--- src/rtl/moving_average_ctrl_pkg.sv ---
// moving_average_ctrl_pkg: shared parameters, FSM state type and window check
// for the moving-average controller and the blocks around it.
package moving_average_ctrl_pkg;
    localparam int SIZE_WINDOW     = 7;
    localparam int SIZE_MAX_WINDOW = 64;
    localparam int CNT_W           = SIZE_WINDOW + 1;
    localparam int PIPE_LATENCY    = 6;
    localparam int FLUSH_CYCLES    = 2;

    typedef enum logic [1:0] {IDLE, FLUSH, FILL, RUN} ma_ctrl_state_t;

    // A window is usable when it is a non-zero power of two within 1..64
    // and not deeper than the datapath supports.
    function automatic logic is_valid_window(input logic [SIZE_WINDOW-1:0] w);
        int v;
        v = int'(w);
        return (v != 0) && ((v & (v - 1)) == 0) && (v <= 64) && (v <= SIZE_MAX_WINDOW);
    endfunction
endpackage

--- src/rtl/moving_average_ctrl_if.sv ---
// moving_average_ctrl_if: configuration handshake, pause and datapath-control
// signals of the moving-average controller.
//   master: drives cfg_valid, cfg_window, pause; observes everything else
//   slave : the controller, drives cfg_ready, cfg_error, ma_*, out_valid, state
interface moving_average_ctrl_if;
    import moving_average_ctrl_pkg::*;
    logic                   cfg_valid;
    logic [SIZE_WINDOW-1:0] cfg_window;
    logic                   cfg_ready;
    logic                   cfg_error;
    logic                   pause;
    logic                   ma_reset_n;
    logic [SIZE_WINDOW-1:0] ma_window_set;
    logic                   ma_enable;
    logic                   out_valid;
    ma_ctrl_state_t         state;

    modport master (
        output cfg_valid, cfg_window, pause,
        input  cfg_ready, cfg_error, ma_reset_n, ma_window_set, ma_enable, out_valid, state
    );
    modport slave (
        input  cfg_valid, cfg_window, pause,
        output cfg_ready, cfg_error, ma_reset_n, ma_window_set, ma_enable, out_valid, state
    );
endinterface

--- src/rtl/moving_average_ctrl.sv ---
// moving_average_ctrl: sequences flush, fill and run of a moving-average datapath.
//   clk   : rising-edge clock
//   reset : asynchronous active-low reset
//   bus   : slave side of moving_average_ctrl_if (window request handshake,
//           pause, datapath reset/window/enable, out_valid, current state)
module moving_average_ctrl
    import moving_average_ctrl_pkg::*;
(
    input  logic                 clk,
    input  logic                 reset,
    moving_average_ctrl_if.slave bus
);
    ma_ctrl_state_t         state, state_next;
    logic [CNT_W-1:0]       fill_cnt, fill_last;
    logic [SIZE_WINDOW-1:0] window_set;
    logic                   cfg_ready, cfg_error, ma_reset_n, ma_enable, out_valid;
    logic                   xfer, win_ok;

    assign xfer      = bus.cfg_valid && cfg_ready;
    assign win_ok    = is_valid_window(bus.cfg_window);
    assign fill_last = {1'b0, window_set} + CNT_W'(PIPE_LATENCY - 1);

    always_ff @(posedge clk or negedge reset)
        if (!reset) state <= IDLE;
        else        state <= state_next;

    always_comb begin
        state_next = state;
        if (xfer && win_ok)                                           state_next = FLUSH;
        else if (state == FLUSH && fill_cnt == CNT_W'(FLUSH_CYCLES - 1)) state_next = FILL;
        else if (state == FILL && fill_cnt == fill_last)              state_next = RUN;
    end

    // Counts cycles spent in FLUSH and in FILL; restarts on every state change.
    always_ff @(posedge clk or negedge reset)
        if (!reset) fill_cnt <= '0;
        else        fill_cnt <= (state_next != state || !(state == FLUSH || state == FILL)) ? '0 : fill_cnt + CNT_W'(1);

    // Outputs are registered from the next state so they line up with the
    // state register rather than trailing it by a cycle.
    always_ff @(posedge clk or negedge reset)
        if (!reset) begin
            cfg_ready  <= 1'b1;
            cfg_error  <= 1'b0;
            ma_reset_n <= 1'b0;
            window_set <= SIZE_WINDOW'(1);
            ma_enable  <= 1'b0;
            out_valid  <= 1'b0;
        end else begin
            cfg_ready  <= state_next == IDLE || state_next == RUN;
            cfg_error  <= xfer && !win_ok;
            ma_reset_n <= state_next == FILL || state_next == RUN;
            window_set <= (xfer && win_ok) ? bus.cfg_window : window_set;
            ma_enable  <= state_next == RUN && !bus.pause;
            out_valid  <= state_next == RUN && !bus.pause;
        end

    assign bus.state         = state;
    assign bus.cfg_ready     = cfg_ready;
    assign bus.cfg_error     = cfg_error;
    assign bus.ma_reset_n    = ma_reset_n;
    assign bus.ma_window_set = window_set;
    assign bus.ma_enable     = ma_enable;
    assign bus.out_valid     = out_valid;
endmodule
--- src/flat_wrapper.sv ---
// flat-port wrapper written by rule: the top's interface ports become plain ports
module moving_average_ctrl_flat import moving_average_ctrl_pkg::*;
  (clk, reset, bus_cfg_valid, bus_cfg_window, bus_pause, bus_cfg_ready, bus_cfg_error, bus_ma_reset_n, bus_ma_window_set, bus_ma_enable, bus_out_valid, bus_state);
  moving_average_ctrl_if bus_i ();
  input  logic clk;
  input  logic reset;
  input wire logic [$bits(bus_i.cfg_valid)-1:0] bus_cfg_valid;
  input wire logic [$bits(bus_i.cfg_window)-1:0] bus_cfg_window;
  input wire logic [$bits(bus_i.pause)-1:0] bus_pause;
  output wire logic [$bits(bus_i.cfg_ready)-1:0] bus_cfg_ready;
  output wire logic [$bits(bus_i.cfg_error)-1:0] bus_cfg_error;
  output wire logic [$bits(bus_i.ma_reset_n)-1:0] bus_ma_reset_n;
  output wire logic [$bits(bus_i.ma_window_set)-1:0] bus_ma_window_set;
  output wire logic [$bits(bus_i.ma_enable)-1:0] bus_ma_enable;
  output wire logic [$bits(bus_i.out_valid)-1:0] bus_out_valid;
  output wire logic [$bits(bus_i.state)-1:0] bus_state;
  assign bus_i.cfg_valid = bus_cfg_valid;
  assign bus_i.cfg_window = bus_cfg_window;
  assign bus_i.pause = bus_pause;
  assign bus_cfg_ready = bus_i.cfg_ready;
  assign bus_cfg_error = bus_i.cfg_error;
  assign bus_ma_reset_n = bus_i.ma_reset_n;
  assign bus_ma_window_set = bus_i.ma_window_set;
  assign bus_ma_enable = bus_i.ma_enable;
  assign bus_out_valid = bus_i.out_valid;
  assign bus_state = bus_i.state;
  moving_average_ctrl u_core (.clk(clk), .reset(reset), .bus(bus_i));
endmodule
--- config.mk ---
export PLATFORM = sky130hd
export DESIGN_NAME = moving_average_ctrl_flat
export DESIGN_NICKNAME = d
export VERILOG_FILES = /design/src/rtl/moving_average_ctrl_pkg.sv /design/src/rtl/moving_average_ctrl_if.sv /design/src/rtl/moving_average_ctrl.sv /design/src/flat_wrapper.sv
export SDC_FILE = /design/constraint.sdc
export NUM_CORES = 1
export LEC_CHECK = 0
export BUFFER_PORTS_ARGS = -buffer_cell sky130_fd_sc_hd__buf_2
export CAP_MARGIN = 40
export CORE_MARGIN = 2
export CORE_UTILIZATION = 51
export DETAILED_ROUTE_END_ITERATION = 12
export PLACE_DENSITY = 0.85
export SLEW_MARGIN = 20
export SYNTH_ARGS = -nofsm -noshare
export SYNTH_HDL_FRONTEND = slang
export SYNTH_SLANG_ARGS = --single-unit
--- constraint.sdc ---
create_clock -name clk -period 3.1 [get_ports clk]
set_input_delay 0.155 -clock clk [delete_from_list [all_inputs] [get_ports clk]]
set_output_delay 0.155 -clock clk [all_outputs]
set_load 0.01 [all_outputs]
==> results by group, run 1 <==
Outcome
  • Status: completed

Power
  • Clock share of power: 11.6%
  • Leakage power total: 0.693 nW
  • VDD IR max: 583 uV
  • Logic pwr share: 47.4%
  • Switching Share: 42.6%
  • Switching Power: 0.499 mW
  • Flop pwr share: 41.0%
  • Cell area power density: 790 nW/um2
  • Internal power: 0.673 mW

Drt
  • First-pass iteration count of the detailed router: 4
  • Antenna-violating nets left: 0
  • Drc violations: 0
  • Routed WL per cell: 14.3 um
  • Total number of vias: 1033
  • Routed WL: 2700 um
  • Initial detailed-routing violation count: 16
  • Drt via density: 5.49

Placed design
  • Dpl ws: 0.517 ns
  • Final HPWL DP: 2060 um
  • Gpl congestion: 0.806
  • Port bufs: 24
  • Post-DP Area: 1440 um2

STA
  • RSZ-0062 raised after global routing: no
  • Setup violators final: 0
  • Fmax: 0.380 GHz
  • WHS: 0.101 ns
  • Hold Fails Final Rpt: 0
  • Clock Skew: 0.0130 ns
  • Tmin final: 2.63 ns
  • Crit share post-route: 84.9%
  • Final WS setup: 0.469 ns
  • Setup_tns: 0 ns
  • Final Max Tran Viols: 0
  • Slew @ Worst Pin: 0.458 ns
  • Slew HR: 69.2%

Yosys
  • Compound-Gate Fraction of Synth Area: 13.9%
  • Post-synth EDFFs: 0
  • Mux cell area share after synthesis: 4.33%
  • Dominant synthesized flop cell: dfrtp_1
  • Most frequent cell after synthesis: dfrtp_1
  • Cell taking the most area after synthesis: dfrtp_1
  • Synth Area in XOR/XNOR: 11.4%
  • Post-synthesis sequential area ratio: 40.6%
  • Syn. warnings: 0
  • FFs w/ async S/R, synth: 100%
  • Simple-gate share of the synthesized area: 19.6%
  • Post-Synth Adder-Cell Area: 6.73%
  • Main combinational cell family by area after synthesis: simple AND/OR/NAND/NOR gates
  • Syn_nets: 150
  • Commonest cells post-synth: 19 x dfrtp_1, 15 x nor2_1, 10 x xor2_1
  • Syn Inst Count: 132
  • Yosys top cell area share: 36.5%
  • Synth cell types: 41
  • #FFs+latches synth: 21
  • Syn Area/Cell: 9.86 um2
  • Area contributors post-synth: dfrtp_1 37%, ha_1 6.7%, xor2_1 6.7%
  • Area of the mapped netlist: 1300 um2

Global routing
  • Grt ovf: 0
  • Tot GR Track Use: 21.8%
  • First-pass GRT wire length: 4570 um
  • Largest net degree at the start of global routing: 22
  • Vias in the first global route: 1000
  • Antenna violations before repair: 0

Setup path
  • Req. time, crit path: 3.36 ns
  • CP max stage cell: dfstp_2
  • Crit-path cells: ha_1 -> o2111ai_1 -> xnor2_1 -> a2111oi_4 -> a31oi_1 -> a21boi_0 -> ha_1 -> nor2b_1
  • Crit path top cell by count: ha_1
  • CP delay by family, top: compound AO/OA/AOI/OAI gates
  • Worst path bufs/invs: 0
  • CP Capture Type: register
  • Crit start category: register
  • CP arrival: 2.89 ns
  • CP Max Fanout: 5
  • CP peak stage delay: 0.60 ns
  • Flop-to-flop setup slack: 0.47 ns
  • Worst Setup Path Type: register to register

Clock network
  • Cts-stage hold buffer count: 2
  • Clk pin slew, worst setup/hold paths: 0.12 ns
  • CTS resizes: 0
  • Clock sink count: 21
  • Setup bufs post-CTS: 0
  • Worst-skew pair later-pin latency: 0.31 ns
  • CTS tree: yes
  • TritonCTS Buffers: 3
  • Max clock buf depth: 2
  • H-tree Lvls: 1
  • Clk root buf: clkbuf_4

Floorplan
  • Core footprint: 2450 um2
  • Die H: 54.5 um
  • Die ar.: 2970 um2
  • Core Rows: 18
  • Total I/O pin count: 25
  • Initial Util: 53.0%
  • Chip width: 54.5 um

Cells and area
  • Share of cells above drive strength 1: 25.3%
  • Final Cell Area: 1480 um2
  • Nets: 177
  • N_diodes: 0
  • Area delta synth->final: 14.0%

Run
  • # Max-Cap Violations: 0

Worst hold path
  • Hold crit path type: primary input to register
==> final timing paths <==
| check | from | end | cells after the start |
|---|---|---|---|
| worst min-delay path | bus_cfg_valid | u_core.bus.cfg_error | 3 |
| max in group asynchronous | reset | u_core.bus.ma_window_set[0] | 2 |
| min in group asynchronous | reset | u_core.fill_cnt[7] | 2 |
| worst max register to register | u_core.bus.ma_window_set[0] | u_core.bus.ma_enable | 8 |
| worst max-delay path | u_core.bus.ma_window_set[0] | u_core.bus.ma_enable | 8 |
| worst min register to register | u_core.bus.cfg_ready | u_core.bus.cfg_error | 2 |
==> final cells by class <==
| cell class | instances | area [um2] |
|---|---|---|
| sequential | 21 | 528 |
| inverter | 6 | 22.5 |
| multi-input combinational | 101 | 729 |
| timing repair buffer | 26 | 140 |
| clock buffer | 4 | 26.3 |
| fill | 223 | 971 |
| tap | 30 | 37.5 |
==> metrics by stage <==
stage               std cells  power [mW]  utilization [%]
detailed placement        182        1.04             58.6
global placement          182        1.00             58.6
finish                    188        1.17             60.4
CTS                       188        1.18             60.4
floorplan                 132       0.863                -
global route              188        1.27             60.4
==> sequential cells by signal, indices dropped and copies added, names as in the netlist <==
register,cells
u_core.bus.cfg_ready,1
u_core.fill_cnt,8
u_core.bus.cfg_error,1
u_core.bus.ma_reset_n,1
u_core.bus.ma_enable,1
u_core.bus.ma_window_set,7
u_core.bus.state,2
==> routing by layer <==
metal  GRT usage, %  share of wire, %
met2           39.0                53
met5              0                 0
met4           7.08               1.0
met3           2.73               3.1
met1           27.0                43
==> layout by cell type, fill, tap and decap left out, types with 2 or more instances in the layout <==
cell type,instances
a21oi_1,2
nand2_1,9
clkbuf_4,3
mux2_2,5
o211ai_1,2
xnor2_1,7
and2_1,2
dfrtp_1,19
and3_1,2
nor2b_1,2
nor3_1,2
o21ai_0,5
dlygate4sd3_1,2
nand4_1,3
dfstp_2,2
nand2b_1,2
buf_2,24
nor2_1,15
xor2_1,10
inv_1,6
ha_1,7
nand3_1,8
==> power by group through the flow <==
stage / Sequential [mW] / Clock, mW / Combinational, mW
global route: 0.497 / 0.144 / 0.631
global placement: 0.476 / 0 / 0.525
CTS: 0.480 / 0.136 / 0.559
detailed placement: 0.485 / 0 / 0.553
floorplan: 0.480 / 0 / 0.383
finish: 0.481 / 0.136 / 0.556
==> worst reg2reg max path: stages, from the launching register on <==
cell and delay (ns):
dfstp_2 0.60, ha_1 0.25, o2111ai_1 0.19, xnor2_1 0.20, a2111oi_4 0.39, a31oi_1 0.19
a21boi_0 0.41, ha_1 0.25, nor2b_1 0.13
==> logic make-up (layout without fill, tap and decap cells) <==
kind of cell | count (synthesis) | in the layout
AO/OA/AOI/OAI | 22 | 22
XOR/XNOR | 17 | 17
adder cells (fa/ha/maj) | 7 | 7
buffers and inverters | 10 | 36
flip-flops | 21 | 21
multiplexers | 5 | 5
AND/OR/NAND/NOR | 50 | 50
Power figures use the tool's default switching activity.
==> inputs of run 2 (changes only) <==
- ABC_AREA: not set -> 1
- CORE_UTILIZATION: 51 -> 50
- PLACE_DENSITY: 0.85 -> 0.86
- clock period: 3.1 -> 2.3 ns (I/O delays scaled with it)
==> results by group, run 2 <==
Outcome
  • Status: completed

Drt
  • Drc violations: 0
  • Drt via density: 4.91
  • Initial detailed-routing violation count: 24
  • Routed WL: 2870 um
  • Total number of vias: 1247
  • Routed WL per cell: 11.3 um
  • Antenna-violating nets left: 0
  • First-pass iteration count of the detailed router: 4

Floorplan
  • Core Rows: 19
  • Die H: 57.8 um
  • Core footprint: 2760 um2
  • Chip width: 57.8 um
  • Total I/O pin count: 25
  • Die ar.: 3340 um2
  • Initial Util: 52.5%

STA
  • Setup violators final: 0
  • Slew @ Worst Pin: 0.475 ns
  • Fmax: 0.471 GHz
  • Hold Fails Final Rpt: 0
  • Crit share post-route: 92.4%
  • Slew HR: 68.3%
  • Final Max Tran Viols: 0
  • Tmin final: 2.12 ns
  • Clock Skew: 0.00930 ns
  • Setup_tns: 0 ns
  • RSZ-0062 raised after global routing: no

Cells and area
  • Most common cell after layout, fill and taps aside: nand2_1
  • Seq. cell area: 528 um2
  • Filler cells: 258
  • Share of cells above drive strength 1: 30.5%
  • Non-filler cells, final: 254
  • Nets: 242
  • Largest register FFs: 8
  • Area delta synth->final: 14.2%
  • Final core occ: 60.0%
  • Area of the multi-input gates: 812 um2
  • Top reg by flops: u_core.fill_cnt
  • Final Cell Area: 1650 um2
  • N_diodes: 0
  • Commonest non-fill, non-tap cells in the layout: 66 x nand2_1, 24 x buf_2, 22 x inv_1, 19 x dfrtp_1, 14 x nor2_2

Yosys
  • Area of the mapped netlist: 1450 um2
  • Commonest cells post-synth: 66 x nand2_1, 22 x inv_1, 19 x dfrtp_1
  • Most frequent cell after synthesis: nand2_1
  • Yosys top cell area share: 32.8%
  • Synth cell types: 25
  • Syn Area/Cell: 7.43 um2
  • Post-synthesis sequential area ratio: 36.4%
  • Syn_nets: 213
  • Dominant synthesized flop cell: dfrtp_1
  • #FFs+latches synth: 21
  • Post-synth EDFFs: 0
  • Syn Inst Count: 195
  • Cell taking the most area after synthesis: dfrtp_1
  • FFs w/ async S/R, synth: 100%
  • Syn. warnings: 0
  • Area contributors post-synth: dfrtp_1 33%, nand2_1 17%, ha_1 6.0%

Setup path
  • Req. time, crit path: 2.50 ns
  • Crit start category: register
  • CP Max Fanout: 5
  • Worst Setup Path Type: register to register
  • CP arrival: 2.32 ns
  • Reg-to-reg endpoint: u_core.bus.ma_reset_n
  • CP Capture Type: register
  • Path depth of the worst reg2reg path: 14
  • Reg2Reg Launch Point: u_core.bus.ma_window_set[0]
  • Flop-to-flop setup slack: 0.18 ns

Power
  • Internal power: 0.943 mW
  • Leakage power total: 0.858 nW
  • Logic pwr share: 54.4%
  • Clock share of power: 10.2%
  • Cell area power density: 1080 nW/um2
  • Switching Power: 0.851 mW
  • Flop pwr share: 35.4%
  • Switching Share: 47.5%
  • VDD IR max: 696 uV

Placed design
  • Final HPWL DP: 2260 um
  • Cell count after placement: 248
  • Post-DP Area: 1600 um2
  • Gpl congestion: 0.868
  • Port bufs: 24

Clock network
  • Clock sink count: 21
  • CTS tree: yes
  • Clk pin slew, worst setup/hold paths: 0.12 ns
  • Max clock buf depth: 2
  • H-tree Lvls: 1
  • Clk root buf: clkbuf_4
  • Worst-skew pair later-pin latency: 0.31 ns
  • TritonCTS Buffers: 3
  • Setup bufs post-CTS: 0

Worst hold path
  • Min-delay src: bus_cfg_window[0]
  • Hold crit path type: primary input to register
  • Hold Path Depth: 3
  • Hold endpoint: u_core.bus.ma_window_set[0]

Run
  • # Max-Cap Violations: 0

Global routing
  • Tot GR Track Use: 19.4%
  • Largest net degree at the start of global routing: 22
  • Grt ovf: 0
  • Vias in the first global route: 1237
  • Antenna violations before repair: 0
  • First-pass GRT wire length: 5110 um
## run 2: cell count changes in the layout (fill, tap and decap cells not counted), moves of 5 or more
cell	before	now
xnor2_1	7	2
mux2_2	5	0
inv_2	0	7
nand2_1	9	66
nand2_2	0	6
nor2_1	15	9
nor2_2	0	14
xor2_1	10	5
inv_1	6	22
## run 2: power groups by stage
stage | Sequential [mW] | Combinational [mW] | Clock, mW
2_1_floorplan | 0.665 | 0.672 | 0
3_3_place_gp | 0.635 | 0.939 | 0
3_5_place_dp | 0.636 | 0.971 | 0
4_1_cts | 0.630 | 0.977 | 0.188
5_1_grt | 0.654 | 1.12 | 0.200
6_report | 0.635 | 0.976 | 0.183
## run 2: area by class of cell
cell class                 instances  area share [%]
inverter                          29            6.58
tap                               31            2.34
timing repair buffer              26            8.47
clock buffer                       4            1.59
sequential                        21            31.9
multi-input combinational        143            49.1
## run 2: per-stage QoR
step	total power, mW	worst slack, ns	hold WS (ns)
6_report	1.79	0.176	0.0122
5_1_grt	1.97	0.0267	0.0215
4_1_cts	1.80	0.142	0.0113
3_3_place_gp	1.57	0.225	0.0919
2_1_floorplan	1.34	0.250	-0.181
3_5_place_dp	1.61	0.167	0.104
## run 2: critical path, stage by stage, from the launching register on
cell and delay (ns):
dfstp_2 0.61, ha_4 0.17, inv_1 0.07, nand2_1 0.08, nand3_1 0.08, nand2_1 0.06, nand3_1 0.08, nor2_2 0.10
nand2_2 0.08, nand2_2 0.08, nand2_4 0.06, nand2_4 0.08, inv_1 0.05, ha_1 0.16, or2_2 0.26
## run 2: layer usage
layer / routed length [um] / global-route usage [%]
met5: 0 / 0
met4: 63 / 6.98
met3: 100 / 2.46
met2: 1420 / 33.3
met1: 1280 / 25.1
## run 2: worst max path at each step
stage | start | endpoint | slack [ns] | depth (start not counted)
floorplan | u_core.bus.ma_window_set[0] | u_core.bus.ma_reset_n | 0.25 | 14
global placement | u_core.bus.ma_window_set[0] | u_core.bus.ma_reset_n | 0.23 | 14
detailed placement | u_core.bus.ma_window_set[0] | u_core.bus.ma_reset_n | 0.17 | 14
CTS | u_core.bus.ma_window_set[0] | u_core.bus.ma_reset_n | 0.14 | 14
global route | u_core.bus.ma_window_set[0] | u_core.bus.ma_reset_n | 0.03 | 14
finish | u_core.bus.ma_window_set[0] | u_core.bus.ma_reset_n | 0.18 | 14
## run 2: logic make-up (layout without fill, tap and decap cells)
family	after synthesis	in the layout	synth area share [%]
compound gates	9	9	3.63
simple gates	120	120	41.3
fa+ha+maj	7	7	6.04
flops	21	21	36.4
buf+inv	31	59	8.38
xor+xnor	7	7	4.23
## run 2: what timing repair did
item,in CTS,in global routing
hold buffers,2,0
setup endpoints to repair,0,2
hold endpoints to repair,20,0
gates resized for setup,0,2
==> inputs of run 3 (changes only) <==
- CELL_PAD_IN_SITES_DETAIL_PLACEMENT: not set -> 1
- CELL_PAD_IN_SITES_GLOBAL_PLACEMENT: not set -> 1
- CORE_UTILIZATION: 50 -> 36
==> results by group, run 3 (synthesized netlist as in run 2, its figures left out) <==
STA
  • Final Max Tran Viols: 0
  • Hold Fails Final Rpt: 0
  • Slew @ Worst Pin: 0.488 ns
  • Clock Skew: 0.00347 ns
  • Setup violators final: 0
  • Tmin final: 2.11 ns
  • Crit share post-route: 91.8%
  • Setup_tns: 0 ns
  • Fmax: 0.474 GHz
  • RSZ-0062 raised after global routing: no
  • Slew HR: 67.4%

Global routing
  • Vias in the first global route: 1292
  • Largest net degree at the start of global routing: 22
  • Tot GR Track Use: 18.2%
  • Grt ovf: 0
  • First-pass GRT wire length: 6150 um
  • Antenna violations before repair: 0

Power
  • Switching Power: 0.896 mW
  • VDD IR max: 636 uV
  • Flop pwr share: 33.5%
  • Leakage power total: 0.866 nW
  • Internal power: 1.00 mW
  • Clock share of power: 13.1%
  • Logic pwr share: 53.4%
  • Switching Share: 47.2%
  • Cell area power density: 1120 nW/um2

Cells and area
  • Area delta synth->final: 17.1%
  • Nets: 242
  • Largest register FFs: 8
  • Share of cells above drive strength 1: 30.5%
  • Final Cell Area: 1700 um2
  • Filler cells: 497
  • Commonest non-fill, non-tap cells in the layout: 66 x nand2_1, 24 x buf_2, 22 x inv_1, 19 x dfrtp_1, 14 x nor2_2
  • Final core occ: 43.0%
  • N_diodes: 0
  • Area of the multi-input gates: 812 um2
  • Seq. cell area: 528 um2
  • Top reg by flops: u_core.fill_cnt
  • Most common cell after layout, fill and taps aside: nand2_1

Outcome
  • Status: completed

Run
  • # Max-Cap Violations: 0

Setup path
  • Req. time, crit path: 2.45 ns
  • Worst Setup Path Type: register to register
  • CP max stage cell: dfstp_2
  • CP Max Fanout: 5
  • CP arrival: 2.26 ns
  • CP Capture Type: register
  • Crit-path cells: ha_4 -> inv_1 -> nand2_2 -> nand2_1 -> nand3_1 -> nand2_1 -> nor2_1 -> nand2_2 -> nand2_2 -> nand2_4 -> nand2_4 -> inv_1 -> ha_1 -> or2_2
  • Crit path top cell by count: nand2_2
  • Worst path bufs/invs: 2
  • Crit start category: register
  • CP delay by family, top: simple AND/OR/NAND/NOR gates
  • CP peak stage delay: 0.60 ns

Floorplan
  • Core footprint: 3940 um2
  • Total I/O pin count: 25
  • Die ar.: 4550 um2
  • Die H: 67.4 um
  • Chip width: 67.4 um
  • Initial Util: 36.8%
  • Core Rows: 23

Clock network
  • TritonCTS Buffers: 3
  • Clk root buf: clkbuf_8
  • Max clock buf depth: 2
  • CTS tree: yes
  • Worst-skew pair later-pin latency: 0.26 ns
  • Clock sink count: 21
  • H-tree Lvls: 1
  • Clk pin slew, worst setup/hold paths: 0.08 ns

Drt
  • Routed WL per cell: 13.1 um
  • Drc violations: 0
  • Drt via density: 4.65
  • Routed WL: 3570 um
  • Total number of vias: 1270
  • Initial detailed-routing violation count: 22
  • Antenna-violating nets left: 0
  • First-pass iteration count of the detailed router: 4

Worst hold path
  • Hold crit path type: primary input to register

Placed design
  • Post-DP Area: 1620 um2
  • Port bufs: 24
  • Gpl congestion: 0.838
  • Final HPWL DP: 2910 um
## run 3: cell counts in the layout (fill, tap and decap cells not counted)
No cell type changed its count.
## run 3: through the flow
| step | total power [mW] | worst slack [ns] | hold WS, ns | instances |
|---|---|---|---|---|
| 2_1_floorplan | 1.34 | 0.250 | -0.181 | 195 |
| 5_1_grt | 2.08 | 0.0210 | 0.0883 | 273 |
| 3_5_place_dp | 1.65 | 0.118 | 0.108 | 267 |
| 6_report | 1.90 | 0.190 | 0.0913 | 273 |
| 4_1_cts | 1.91 | 0.110 | 0.0887 | 273 |
| 3_3_place_gp | 1.60 | 0.209 | 0.100 | 267 |
## run 3: power by group through the flow
stage          registers (mW)  clock network (mW)  logic, mW
2_1_floorplan           0.665                   0      0.672
3_3_place_gp            0.633                   0      0.968
3_5_place_dp            0.636                   0       1.01
4_1_cts                 0.631               0.252       1.03
5_1_grt                 0.657               0.271       1.15
6_report                0.636               0.249       1.01
## run 3: area by class of cell
class	instances	area share [%]
flip-flops and latches	21	31.1
repair buffers	26	8.26
multi-input cells	143	47.9
well taps	50	3.69
clock buffers	4	2.65
inverters	29	6.42
## run 3: final timing paths
check                                             from                     endpoint  slack, ns  cells past startpoint
min in group asynchronous                        reset          u_core.bus.state[1]       0.34                      2
hold reg to reg            u_core.bus.ma_window_set[0]  u_core.bus.ma_window_set[0]       0.54                      2
setup reg to reg           u_core.bus.ma_window_set[0]        u_core.bus.ma_reset_n       0.19                     14
hold / removal                       bus_cfg_window[0]  u_core.bus.ma_window_set[0]       0.09                      3
setup / recovery           u_core.bus.ma_window_set[0]        u_core.bus.ma_reset_n       0.19                     14
max in group asynchronous                        reset  u_core.bus.ma_window_set[0]       1.60                      2
## run 3: layer usage
layer | GRT usage, % | share of wire (%)
met2 | 33.5 | 52
met3 | 2.33 | 2.9
met5 | 0 | 0
met4 | 3.83 | 0.48
met1 | 22.5 | 45
## run 3: repair_timing
action                                 in CTS  in global routing
resized for setup                           0                  2
endpoints found under the hold margin      20                  0
hold buffers                                2                  0
setup buffers                               0                  0
setup endpoints to repair                   0                  1
## run 3: worst min-delay path, delay by kind of cell
family	cells	cell delay, ns
buf+inv	1	0.12
simple gates	2	0.11
